<file path="config.mk">
export PLATFORM = sky130hd
export DESIGN_NAME = reset_sequencer
export DESIGN_NICKNAME = d
export VERILOG_FILES = /design/src/rtl/reset_sequencer.sv
export SDC_FILE = /design/constraint.sdc
export NUM_CORES = 1
export LEC_CHECK = 0
export CAP_MARGIN = 40
export CORE_ASPECT_RATIO = 1.25
export CORE_MARGIN = 4
export CORE_UTILIZATION = 55
export DETAILED_ROUTE_END_ITERATION = 8
export PLACE_DENSITY_LB_ADDON = 0.12
export SLEW_MARGIN = 30
export SYNTH_ARGS = -nofsm -noshare
export SYNTH_HDL_FRONTEND = slang
export SYNTH_SLANG_ARGS = --single-unit
</file>
<file path="constraint.sdc">
create_clock -name clk_in -period 2.38 [get_ports clk_in]
set_input_delay 0.476 -clock clk_in [delete_from_list [all_inputs] [get_ports clk_in]]
set_output_delay 0.476 -clock clk_in [all_outputs]
set_load 0.02 [all_outputs]
</file>
<file path="src/rtl/reset_sequencer.sv">
`default_nettype none
// ============================================================================
// Module  : reset_sequencer
// Brief   : Releases NUM_STAGES resets in order once PLL lock is stable;
//           re-asserts all of them on lock loss and counts loss events.
//           Optional macro RESET_SEQ_SOFT_REQ_EN adds soft_reset_req_in.
// Rev     : 1.0
// ============================================================================
module reset_sequencer #(
  parameter int NUM_STAGES         = 4,
  parameter int MIN_ASSERT_CYCLES  = 8,
  parameter int LOCK_STABLE_CYCLES = 256,
  parameter int STAGE_DELAY_CYCLES = 16
) (
  input  logic                  clk_in,
  input  logic                  reset_in,
  input  logic                  pll_locked_in,
`ifdef RESET_SEQ_SOFT_REQ_EN
  input  logic                  soft_reset_req_in,
`endif
  output logic [NUM_STAGES-1:0] stage_reset_out,
  output logic                  seq_done_out,
  output logic [7:0]            lock_lost_count_out
);

  localparam int c_max_ab     = (MIN_ASSERT_CYCLES > LOCK_STABLE_CYCLES) ?
                                MIN_ASSERT_CYCLES : LOCK_STABLE_CYCLES;
  localparam int c_max_cycles = (c_max_ab > STAGE_DELAY_CYCLES) ? c_max_ab : STAGE_DELAY_CYCLES;
  localparam int c_cnt_w      = (c_max_cycles > 1) ? $clog2(c_max_cycles) : 1;
  localparam int c_idx_w      = (NUM_STAGES > 1) ? $clog2(NUM_STAGES) : 1;

  localparam logic [c_cnt_w-1:0] c_assert_last = c_cnt_w'(MIN_ASSERT_CYCLES - 1);
  localparam logic [c_cnt_w-1:0] c_lock_last   = c_cnt_w'(LOCK_STABLE_CYCLES - 1);
  localparam logic [c_cnt_w-1:0] c_stage_last  = c_cnt_w'(STAGE_DELAY_CYCLES - 1);
  localparam logic [c_idx_w-1:0] c_last_idx    = c_idx_w'(NUM_STAGES - 1);

  typedef enum logic [1:0] {
    ST_ASSERT    = 2'd0,
    ST_WAIT_LOCK = 2'd1,
    ST_RELEASE   = 2'd2,
    ST_DONE      = 2'd3
  } state_t;

  (* ASYNC_REG = "TRUE" *) logic lock_meta_q;
  (* ASYNC_REG = "TRUE" *) logic lock_sync_q;

  state_t                  state_q, state_d;
  logic [c_cnt_w-1:0]      cnt_q, cnt_d;
  logic [c_idx_w-1:0]      idx_q, idx_d;
  logic [NUM_STAGES-1:0]   stage_q, stage_d;
  logic                    done_q, done_d;
  logic [7:0]              lost_q, lost_d;
  logic                    w_soft_req;

`ifdef RESET_SEQ_SOFT_REQ_EN
  assign w_soft_req = soft_reset_req_in;
`else
  assign w_soft_req = 1'b0;
`endif

  always_ff @(posedge clk_in or posedge reset_in) begin
    if (reset_in) begin
      lock_meta_q <= 1'b0;
      lock_sync_q <= 1'b0;
    end else begin
      lock_meta_q <= pll_locked_in;
      lock_sync_q <= lock_meta_q;
    end
  end

  always_comb begin
    state_d = state_q;
    cnt_d   = cnt_q;
    idx_d   = idx_q;
    stage_d = stage_q;
    done_d  = done_q;
    lost_d  = lost_q;

    case (state_q)
      ST_ASSERT: begin
        stage_d = '1;
        done_d  = 1'b0;
        if (w_soft_req) begin
          cnt_d = '0;
        end else if (cnt_q == c_assert_last) begin
          state_d = ST_WAIT_LOCK;
          cnt_d   = '0;
        end else begin
          cnt_d = cnt_q + c_cnt_w'(1);
        end
      end
      ST_WAIT_LOCK: begin
        if (w_soft_req || !lock_sync_q) begin
          cnt_d = '0;
        end else if (cnt_q == c_lock_last) begin
          state_d = ST_RELEASE;
          cnt_d   = '0;
        end else begin
          cnt_d = cnt_q + c_cnt_w'(1);
        end
      end
      ST_RELEASE: begin
        if (cnt_q == c_stage_last) begin
          cnt_d   = '0;
          stage_d = stage_q & ~(NUM_STAGES'(1) << idx_q);
          if (idx_q == c_last_idx) begin
            state_d = ST_DONE;
            done_d  = 1'b1;
          end else begin
            idx_d = idx_q + c_idx_w'(1);
          end
        end else begin
          cnt_d = cnt_q + c_cnt_w'(1);
        end
      end
      ST_DONE: begin
        stage_d = '0;
        done_d  = 1'b1;
      end
      default: state_d = ST_ASSERT;
    endcase

    // Lock loss or soft request overrides any release activity on this edge
    if ((state_q == ST_RELEASE || state_q == ST_DONE) && (!lock_sync_q || w_soft_req)) begin
      state_d = ST_ASSERT;
      cnt_d   = '0;
      idx_d   = '0;
      stage_d = '1;
      done_d  = 1'b0;
      if (!lock_sync_q && (lost_q != 8'hFF)) begin
        lost_d = lost_q + 8'd1;
      end
    end
  end

  always_ff @(posedge clk_in or posedge reset_in) begin
    if (reset_in) begin
      state_q <= ST_ASSERT;
      cnt_q   <= '0;
      idx_q   <= '0;
      stage_q <= '1;
      done_q  <= 1'b0;
      lost_q  <= 8'd0;
    end else begin
      state_q <= state_d;
      cnt_q   <= cnt_d;
      idx_q   <= idx_d;
      stage_q <= stage_d;
      done_q  <= done_d;
      lost_q  <= lost_d;
    end
  end

  assign stage_reset_out     = stage_q;
  assign seq_done_out        = done_q;
  assign lock_lost_count_out = lost_q;

endmodule
`default_nettype wire

</file>
Word level (Yosys, flattened, before mapping)
Cells that the tools add are included.
{ "op_classes": {"addsub": 3, "n_eq_ne": 14, "shift": 1, "mux": 24, "bitwise_logic": 2, "reduce_logical": 14} }
{ "op_table": {"columns": ["cell", "n"], "rows": [
  ["$mux W8", 5],
  ["$pmux W8 S3", 1],
  ["$mux W2", 10],
  ["$add A8 B1 Y8 const B", 2],
  ["$pmux W4 S3", 1],
  ["$ne A3 B3 Y1 const B", 3],
  ["$eq A8 B3 Y1 const B", 1],
  ["$eq A8 B4 Y1 const B", 1],
  ["$eq A8 B8 Y1 const B", 1],
  ["$mux W4", 2],
  ["$ne A8 B8 Y1 const B", 1],
  ["$reduce_bool A4 Y1", 2],
  ["$eq A2 B2 Y1 const B", 3],
  ["$ne A3 B2 Y1 const B", 2],
  ["$pmux W2 S3", 1],
  ["$reduce_and A3 Y1", 2],
  ["$reduce_and A6 Y1", 1],
  ["$and A4 B4 Y4", 1],
  ["$not A4 Y4", 1],
  ["$reduce_and A2 Y1", 2],
  ["$reduce_bool A2 Y1", 2],
  ["$shl A1 B2 Y4 const A", 1],
  ["$mux W1", 3],
  ["$pmux W1 S3", 1],
  ["7 further kinds", 8]
]} }
{ "totals": {"reg_bits": 27, "output_inout_bits": 13, "elab_cells": 66} }

Depth between registers and ports, before layout
Gate-level depths: netlist of the first run.
{ "depth": {"ltp_word": 6, "depth_mapped": 8, "ltp_nobuf": 7} }

Worst setup path before layout of the first run
OpenSTA, ideal clock, no wires.
{ "synth_path": {"path_kind": "reg2reg", "from": "register state_q[1]", "to": "register cnt_q[2]", "setup_ns": 0.118, "arrival_ns": 1.838, "t_required_ns": 2.262, "setup_slack_ns": 0.423, "path_stages_with_launch": 8, "path_buffers": 0, "cell_sequence": "dfrtp_1 > inv_1 > ha_1 > or3_2 > a21oi_2 > or3b_2 > a221oi_1 > a21o_1"} }
{ "synth_via": {"elab_chain_cells": 4, "elab_cells_between_ends": 9, "classes_between": "3 x eq/ne; 2 x mux; 4 x reduce/logical"} }
{ "synth_lines": {"columns": ["item", "line_no", "rtl"], "rows": [
  ["start: declaration", "47", "state_t state_q, state_d;"],
  ["start signal: assignment", "145", "state_q <= state_d;"],
  ["$eq A2 B2 Y1 (on tied branches)", "79, 124", null],
  ["$logic_or A1 B1 Y1", "124", "if ((state_q == ST_RELEASE || state_q == ST_DONE) && (!lock_sync_q || w_soft_req)) begin"],
  ["$logic_and A1 B1 Y1", "124", null],
  ["$reduce_bool A4 Y1 (no source line) / $mux W8 (equally long branches)", null, null],
  ["end signal: assignment", "146", "cnt_q <= cnt_d;"],
  ["end: declaration", "48", "logic [c_cnt_w-1:0] cnt_q, cnt_d;"]
]} }
Parallel ways exist; a longest one is shown, timed or not.
A chain may end at the register's enable or synchronous reset.

Worst setup path in the final report of the first run
{ "layout_path": {"from": "register state_q[0]", "to": "register cnt_q[2]"} }
Same word-level chain as after synthesis.

==> impl_metrics.yaml, run 1 <==
status:
  outcome: "finished, final reports clean"
critical_path:
  worst-path-max-fanout: 13
  path_class: "flip-flop to flip-flop"
  critPathMaxStageDelay_ns: 0.45
  path_cells: "inv_1 -> ha_1 -> or3_2 -> a21oi_2 -> or3b_2 -> a221oi_1 -> a21o_1"
  worstPathArrival_ns: 2.40
  path_depth: 7
  required_ns: 2.64
  cpMaxStageDelayCell: "dfrtp_1"
  setup.worst_path.end_class: "flip-flop"
  rr_worst_depth: 7
  path_delay_family: "simple AND/OR/NAND/NOR gates"
  crit_buf_inv: 1
  startpoint_type: "flip-flop"
cells_and_area:
  fillers: 250
  fin_nets: 190
  final_common_cell: "dfrtp_1"
  drive_gt1_share_pct: 15.3
  n_antenna_cell: 0
  finalCoreUtilization_pct: 65.9
  area_growth_pct: 15.0
  final_cell_mix: "dfrtp_1 (23), nand2_1 (17), clkdlybuf4s50_1 (15), inv_1 (10), ha_1 (10)"
clocking:
  cts_max_path_buffers: 2
  clkLatencyLatePin_ns: 0.32
  clock-sinks: 27
  clock-root-buffer: "clkbuf_4"
  clk_pin_slew_worst_paths_ns: 0.14
  htreeDepth: 1
  cts_made_buffers: 3
  cts_tree: "yes"
  ctsResizeCount: 0
  cts_setup_buffers: 0
  postCtsHoldBufs: 0
yosys:
  synth_area_um2: 1540
  synth-simple-area-share_pct: 21.0
  syn-instance-count: 156
  synthAdderAreaFrac_pct: 8.15
  yosysWarnings: 0
  synth_edf_count: 0
  yosysSeqAreaShare_pct: 44.3
  synth_top_family_by_area: "simple AND/OR/NAND/NOR gates"
  synth_compound_area_share_pct: 16.1
  synth_ff_type: "dfrtp_1"
  muxShareOfSynthArea_pct: 2.04
  synthXorXnorAreaFrac_pct: 5.13
  ys_async_sr_fraction_pct: 100
  ys_seq_elements: 27
  syn_nets: 169
  postSynthAreaPerCell_um2: 9.84
  synth.distinct_cells: 47
floorplanning:
  core_area_um2: 2680
  die_area_um2: 3710
  ios: 16
  dieWidth_um: 55.3
  rows: 21
  initial_core_util_pct: 57.3
  die_h_um: 67.1
sta:
  tns_ns: 0
  fmax_ghz: 0.468
  relSlewSlack_pct: 69.7
  grt_setup_unrepaired: "no"
  holdWs_ns: 0.373
  min_period_ns: 2.13
  hold_viol_final: 0
  finalCritPeriodShare_pct: 89.7
  skew_ns: 0.00536
  tightest_slew_ns: 0.451
  setup_viol: 0
  final_max_slew_viol_count: 0
worst_hold_path:
  hp-class: "flip-flop to flip-flop"
  holdPathStages: 0
route:
  ant_nets: 0
  viasPerCell: 5.75
  wire_per_inst_um: 14.6
  wl_mm: 3.06
  vias: 1207
  drt_iter0_drc: 27
  firstDrtPassIters: 4
  drc: 0
placement:
  hpwl_mm: 2.28
  routabilityCongestion: 0.774
  portBuffers: 15
pwr:
  vdd_drop_max_mv: 0.776
  power.density_nw_per_um2: 1180
  p_leak_nw: 0.814
global_route:
  grt_max_degree: 28
  grt_pass1_wl_mm: 5.40
  grt_use_total_pct: 18.4
  grt-ovfl-total: 0
  first_global_vias: 1224
  antenna_found_initial: 0
flow_run:
  drv_cap: 0
-- power by group --
| group | total, W | switching, W | leakage [nW] | internal, W |
|---|---|---|---|---|
| Combinational | 0.00115 | 0.000626 | 0.456 | 0.000523 |
| Sequential | 0.000735 | 0.000129 | 0.343 | 0.000606 |
| Clock | 0.000198 | 0.000132 | 0.0150 | 0.0000655 |
-- area by class of cell --
cell class                 instances  area (um2)  area share [%]
inverter                          10        37.5            2.13
timing repair buffer              18         173            9.78
clock buffer                       4        26.3            1.49
multi-input combinational        117         806            45.6
tap                               34        42.5            2.41
sequential                        27         681            38.6
-- cells by family after synthesis --
logic type,Yosys count
AO/OA/AOI/OAI,34
buffers and inverters,12
adder cells (fa/ha/maj),10
XOR/XNOR,9
multiplexers,3
flip-flops,27
AND/OR/NAND/NOR,61
-- registers in the layout, summed over array words and instances (netlist names) --
| name | count |
|---|---|
| lock_lost_count_out | 8 |
| stage_reset_out | 4 |
| lock_meta_q | 1 |
| state_q | 2 |
| idx_q | 2 |
| lock_sync_q | 1 |
| seq_done_out | 1 |
| cnt_q | 8 |
-- worst paths after layout --
| path | slack [ns] | startpoint | endpoint |
|---|---|---|---|
| min in group asynchronous | 0.50 | reset_in | lock_sync_q$_DFF_PP0_ |
| worst min-delay path | 0.37 | lock_meta_q$_DFF_PP0_ | lock_sync_q$_DFF_PP0_ |
| worst max-delay path | 0.25 | state_q[0]$_DFFE_PP0P_ | cnt_q[2]$_DFFE_PP0P_ |
| worst max register to register | 0.25 | state_q[0]$_DFFE_PP0P_ | cnt_q[2]$_DFFE_PP0P_ |
| max in group asynchronous | 1.59 | reset_in | stage_reset_out[1]$_DFFE_PP1P_ |
| worst min register to register | 0.37 | lock_meta_q$_DFF_PP0_ | lock_sync_q$_DFF_PP0_ |
-- synthesized netlist by cell type (3+ instances only) --
cell type | n | share of area [%]
nand2b_1 | 3 | 1.2
dfstp_2 | 4 | 6.8
o21ai_0 | 8 | 2.6
inv_1 | 10 | 2.4
xnor2_1 | 4 | 2.3
nand3_1 | 8 | 2.6
nand2_1 | 17 | 4.2
ha_1 | 10 | 8.1
a21oi_1 | 5 | 1.6
nor2b_1 | 5 | 2.0
nor2_1 | 9 | 2.2
xor2_1 | 5 | 2.9
dfrtp_1 | 23 | 37
-- metal layers --
layer	wire, um	vias to the layer above	track usage [%]
met2	1580	21	34.0
met4	51	0	7.90
met1	1360	593	21.2
met5	0	-	0
met3	68	6	2.52
li1	-	587	-
-- metrics by stage --
step | area (um2) | setup WS [ns] | cells | power, W
global route | 1770 | 0.0525 | 210 | 0.00227
finish | 1770 | 0.245 | 210 | 0.00208
global placement | 1740 | 0.367 | 206 | 0.00186
CTS | 1770 | 0.230 | 210 | 0.00210
floorplan | 1540 | 0.423 | 156 | 0.00153
detailed placement | 1740 | 0.284 | 206 | 0.00189
(Power assumes the default switching activity.)
==> run 2: changes to the inputs <==
==> constraint.sdc (replaced) <==
create_clock -name clk_in -period 2.3 [get_ports clk_in]
set_input_delay 0.46 -clock clk_in [delete_from_list [all_inputs] [get_ports clk_in]]
set_output_delay 0.46 -clock clk_in [all_outputs]
set_load 0.02 [all_outputs]
==> impl_metrics.yaml, run 2 (synthesis gave the netlist of run 1 again) <==
floorplanning:
  dieWidth_um: 55.3
  core_area_um2: 2680
  rows: 21
  die_h_um: 67.1
  initial_core_util_pct: 57.3
  die_area_um2: 3710
  ios: 16
pwr:
  pwr-share-clk_pct: 9.6
  p_leak_nw: 0.812
  power.density_nw_per_um2: 1220
  seqPwrFrac_pct: 35.1
  p_switching_w: 0.000921
  internal-power_w: 0.00124
  switching_share_pct: 42.6
  combPwrFrac_pct: 55.3
  vdd_drop_max_mv: 0.905
sta:
  finalCritPeriodShare_pct: 92.0
  setup_viol: 0
  final_max_slew_viol_count: 0
  fmax_ghz: 0.473
  tightest_slew_ns: 0.439
  hold_viol_final: 0
  grt_setup_unrepaired: "no"
  tns_ns: 0
  relSlewSlack_pct: 70.6
  skew_ns: 0.00156
  min_period_ns: 2.12
critical_path:
  startpoint_type: "flip-flop"
  r2r_slack_ns: 0.18
  r2r-start: "state_q[1]$_DFFE_PP0P_"
  setup.worst_path.end_class: "flip-flop"
  worstPathArrival_ns: 2.34
  rr_worst_depth: 7
  required_ns: 2.53
  path_class: "flip-flop to flip-flop"
  r2r-end: "cnt_q[2]$_DFFE_PP0P_"
  worst-path-max-fanout: 5
clocking:
  htreeDepth: 1
  postCtsHoldBufs: 0
  clkLatencyLatePin_ns: 0.32
  clock-root-buffer: "clkbuf_4"
  clk_pin_slew_worst_paths_ns: 0.14
  clock-sinks: 27
  cts_made_buffers: 3
  cts_tree: "yes"
  cts_max_path_buffers: 2
cells_and_area:
  finalCoreUtilization_pct: 66.0
  n_antenna_cell: 0
  fillers: 239
  final_cell_mix: "dfrtp_1 (23), nand2_1 (17), clkdlybuf4s50_1 (15), inv_1 (10)"
  area_growth_pct: 15.2
  drive_gt1_share_pct: 15.9
  final_common_cell: "dfrtp_1"
  fin_nets: 190
route:
  ant_nets: 0
  wl_mm: 3.03
  firstDrtPassIters: 4
  viasPerCell: 5.70
  wire_per_inst_um: 14.4
  drc: 0
  drt_iter0_drc: 21
  vias: 1196
flow_run:
  drv_cap: 0
placement:
  routabilityCongestion: 0.774
  hpwl_mm: 2.29
  portBuffers: 15
global_route:
  antenna_found_initial: 0
  first_global_vias: 1233
  grt-ovfl-total: 0
  grt_max_degree: 28
  grt_use_total_pct: 18.6
  grt_pass1_wl_mm: 5.46
worst_hold_path:
  min_from: "lock_meta_q$_DFF_PP0_"
  hold-path-endpoint: "lock_sync_q$_DFF_PP0_"
  hp-class: "flip-flop to flip-flop"
  holdPathStages: 0
status:
  outcome: "finished, final reports clean"
[run 2: cell type report]
class	count	area, um2	area share [%]
Clock buffer	4	26.3	1.49
Inverter	10	37.5	2.12
Multi-Input combinational cell	117	808	45.7
Sequential cell	27	681	38.5
Tap cell	34	42.5	2.41
Timing Repair Buffer	18	173	9.77
[run 2: worst max-delay path by stage]
stage | from | end | cells after the start
2_1_floorplan | state_q[1]$_DFFE_PP0P_ | cnt_q[2]$_DFFE_PP0P_ | 7
3_3_place_gp | state_q[0]$_DFFE_PP0P_ | cnt_q[5]$_DFFE_PP0P_ | 7
3_5_place_dp | state_q[0]$_DFFE_PP0P_ | cnt_q[2]$_DFFE_PP0P_ | 7
4_1_cts | state_q[0]$_DFFE_PP0P_ | cnt_q[2]$_DFFE_PP0P_ | 7
5_1_grt | state_q[0]$_DFFE_PP0P_ | cnt_q[2]$_DFFE_PP0P_ | 7
6_report | state_q[1]$_DFFE_PP0P_ | cnt_q[2]$_DFFE_PP0P_ | 7
[run 2: repair_timing]
action                     in CTS  in global routing
buffers inserted                0                  0
setup endpoints to repair       0                  1
gates resized for setup         0                  1
[run 2: power by group through the flow]
stage	Combinational, W	Sequential [W]	Clock (W)
2_1_floorplan	0.000739	0.000844	0
3_3_place_gp	0.00117	0.000756	0
3_5_place_dp	0.00119	0.000768	0
4_1_cts	0.00120	0.000759	0.000212
5_1_grt	0.00133	0.000785	0.000238
6_report	0.00119	0.000759	0.000208
[run 2: routing by layer]
layer | track usage, % | up-vias | part of all wire, %
li1 | - | 589 | -
met1 | 22.0 | 583 | 44
met2 | 33.3 | 16 | 51
met3 | 2.91 | 8 | 1.8
met4 | 8.51 | 0 | 2.6
met5 | 0 | - | 0
[run 2: worst max-delay path, cell delays in order (launching register included)]
cell and delay, ns:
dfrtp_1 0.47, inv_1 0.11, ha_1 0.25, or3_2 0.56, a21oi_2 0.22, or3b_2 0.16
a221oi_1 0.07, a21o_1 0.18
[run 2: per-stage QoR]
step           area (um2)  total power [W]  hold slack [ns]  worst slack, ns  cells
4_1_cts              1770          0.00217            0.376            0.149    210
5_1_grt              1770          0.00235            0.384           0.0674    210
6_report             1770          0.00216            0.373            0.184    210
2_1_floorplan        1540          0.00158            0.331            0.343    156
3_5_place_dp         1740          0.00195            0.343            0.186    206
3_3_place_gp         1740          0.00192            0.333            0.288    206
==> run 3: changes to the inputs <==
--- a/config.mk
+++ b/config.mk
@@ -6,10 +6,11 @@
 export NUM_CORES = 1
 export LEC_CHECK = 0
 export CAP_MARGIN = 40
-export CORE_ASPECT_RATIO = 1.25
 export CORE_MARGIN = 4
 export CORE_UTILIZATION = 55
+export CTS_CLUSTER_DIAMETER = 120
 export DETAILED_ROUTE_END_ITERATION = 8
+export GPL_TIMING_DRIVEN = 1
 export PLACE_DENSITY_LB_ADDON = 0.12
 export SLEW_MARGIN = 30
 export SYNTH_ARGS = -nofsm -noshare
==> impl_metrics.yaml, run 3 (synthesis gave the netlist of run 1 again) <==
cells_and_area:
  final_cell_mix: "dfrtp_1 (23), nand2_1 (17), clkdlybuf4s50_1 (15), inv_1 (10), ha_1 (10)"
  fin_nets: 190
  fillers: 234
  final_common_cell: "dfrtp_1"
  area_growth_pct: 14.7
  finalCoreUtilization_pct: 68.6
  drive_gt1_share_pct: 15.3
  multi_input_area_um2: 806
  n_antenna_cell: 0
  seqCellArea_um2: 681
sta:
  grt_setup_unrepaired: "no"
  setup_viol: 0
  min_period_ns: 2.15
  finalCritPeriodShare_pct: 93.5
  hold_viol_final: 0
  fmax_ghz: 0.465
  tightest_slew_ns: 0.425
  skew_ns: 0.00523
  relSlewSlack_pct: 71.5
  final_max_slew_viol_count: 0
  tns_ns: 0
placement:
  routabilityCongestion: 0.827
  hpwl_mm: 2.24
  portBuffers: 15
clocking:
  ctsResizeCount: 0
  clock-sinks: 27
  clock-root-buffer: "clkbuf_4"
  clkLatencyLatePin_ns: 0.31
  cts_setup_buffers: 0
  cts_max_path_buffers: 2
  postCtsHoldBufs: 0
  htreeDepth: 1
  cts_tree: "yes"
  cts_made_buffers: 3
  clk_pin_slew_worst_paths_ns: 0.14
global_route:
  grt_max_degree: 28
  grt_pass1_wl_mm: 5.03
  grt_use_total_pct: 18.1
  first_global_vias: 1172
  antenna_found_initial: 0
  grt-ovfl-total: 0
pwr:
  seqPwrFrac_pct: 35.2
  pwr-share-clk_pct: 9.4
  switching_share_pct: 42.2
  p_leak_nw: 0.814
  internal-power_w: 0.00124
  p_switching_w: 0.000903
  combPwrFrac_pct: 55.5
  power.density_nw_per_um2: 1220
  totalPowerFinal_w: 0.00214
  vdd_drop_max_mv: 0.976
critical_path:
  setup.worst_path.end_class: "flip-flop"
  worstPathArrival_ns: 2.38
  cpMaxStageDelayCell: "or3_2"
  path_cells: "inv_1 -> ha_1 -> or3_2 -> a21oi_2 -> or3b_2 -> a221oi_1 -> a21o_1"
  r2r_slack_ns: 0.15
  worst-path-max-fanout: 13
  startpoint_type: "flip-flop"
  critPathMaxStageDelay_ns: 0.56
  required_ns: 2.53
  path_class: "flip-flop to flip-flop"
route:
  drc: 0
  ant_nets: 0
  wire_per_inst_um: 14.0
  wl_mm: 2.89
  vias: 1192
  drt_iter0_drc: 41
  viasPerCell: 5.79
  firstDrtPassIters: 4
floorplanning:
  rows: 18
  die_h_um: 60.8
  die_area_um2: 3700
  dieWidth_um: 60.8
  initial_core_util_pct: 59.8
  ios: 16
  core_area_um2: 2570
status:
  outcome: "finished, final reports clean"
worst_hold_path:
  hp-class: "flip-flop to flip-flop"
flow_run:
  drv_cap: 0
[run 3: cell counts in the layout (fill, tap and decap cells not counted)]
Identical to the previous run, type by type.
[run 3: metrics by stage]
step / area (um2) / worst slack (ns) / instances / hold WS (ns)
6_report: 1760 / 0.150 / 206 / 0.366
5_1_grt: 1760 / 0.0151 / 206 / 0.394
4_1_cts: 1760 / 0.155 / 206 / 0.368
3_5_place_dp: 1730 / 0.176 / 202 / 0.335
3_3_place_gp: 1730 / 0.313 / 202 / 0.340
2_1_floorplan: 1540 / 0.343 / 156 / 0.331
[run 3: layout make-up]
type                       instances  area share (%)
clock buffer                       4            1.49
sequential                        27            38.7
multi-input combinational        117            45.8
tap                               30            2.13
timing repair buffer              18            9.81
inverter                          10            2.13
[run 3: layer usage]
layer  wire, um  vias up  share of wire [%]  global-route usage [%]
li1           -      590                  -                       -
met1       1350      572                 47                    24.8
met2       1380       28                 48                    29.5
met3        149        2                5.2                    3.62
met4         17        0               0.59                    4.33
met5          0        -                  0                       0
[run 3: final timing paths]
path | endpoint | start | depth (start not counted)
min in group asynchronous | cnt_q[2]$_DFFE_PP0P_ | reset_in | 3
worst min register to register | lock_sync_q$_DFF_PP0_ | lock_meta_q$_DFF_PP0_ | 0
worst max register to register | cnt_q[2]$_DFFE_PP0P_ | state_q[0]$_DFFE_PP0P_ | 7
worst min-delay path | lock_sync_q$_DFF_PP0_ | lock_meta_q$_DFF_PP0_ | 0
worst max-delay path | cnt_q[2]$_DFFE_PP0P_ | state_q[0]$_DFFE_PP0P_ | 7
max in group asynchronous | stage_reset_out[2]$_DFFE_PP1P_ | reset_in | 3
[run 3: power groups by stage]
| stage | clock network (W) | registers [W] | logic, W |
|---|---|---|---|
| floorplan | 0 | 0.000844 | 0.000739 |
| global placement | 0 | 0.000754 | 0.00115 |
| detailed placement | 0 | 0.000766 | 0.00119 |
| CTS | 0.000213 | 0.000755 | 0.00120 |
| global route | 0.000227 | 0.000776 | 0.00132 |
| finish | 0.000201 | 0.000753 | 0.00119 |
[run 3: worst max-delay path: cells and delay by family, from the launching register on]
kind / cells / cell delay, ns
flops: 1 / 0.45
compound gates: 3 / 0.47
fa+ha+maj: 1 / 0.32
buf+inv: 1 / 0.09
simple gates: 2 / 0.73
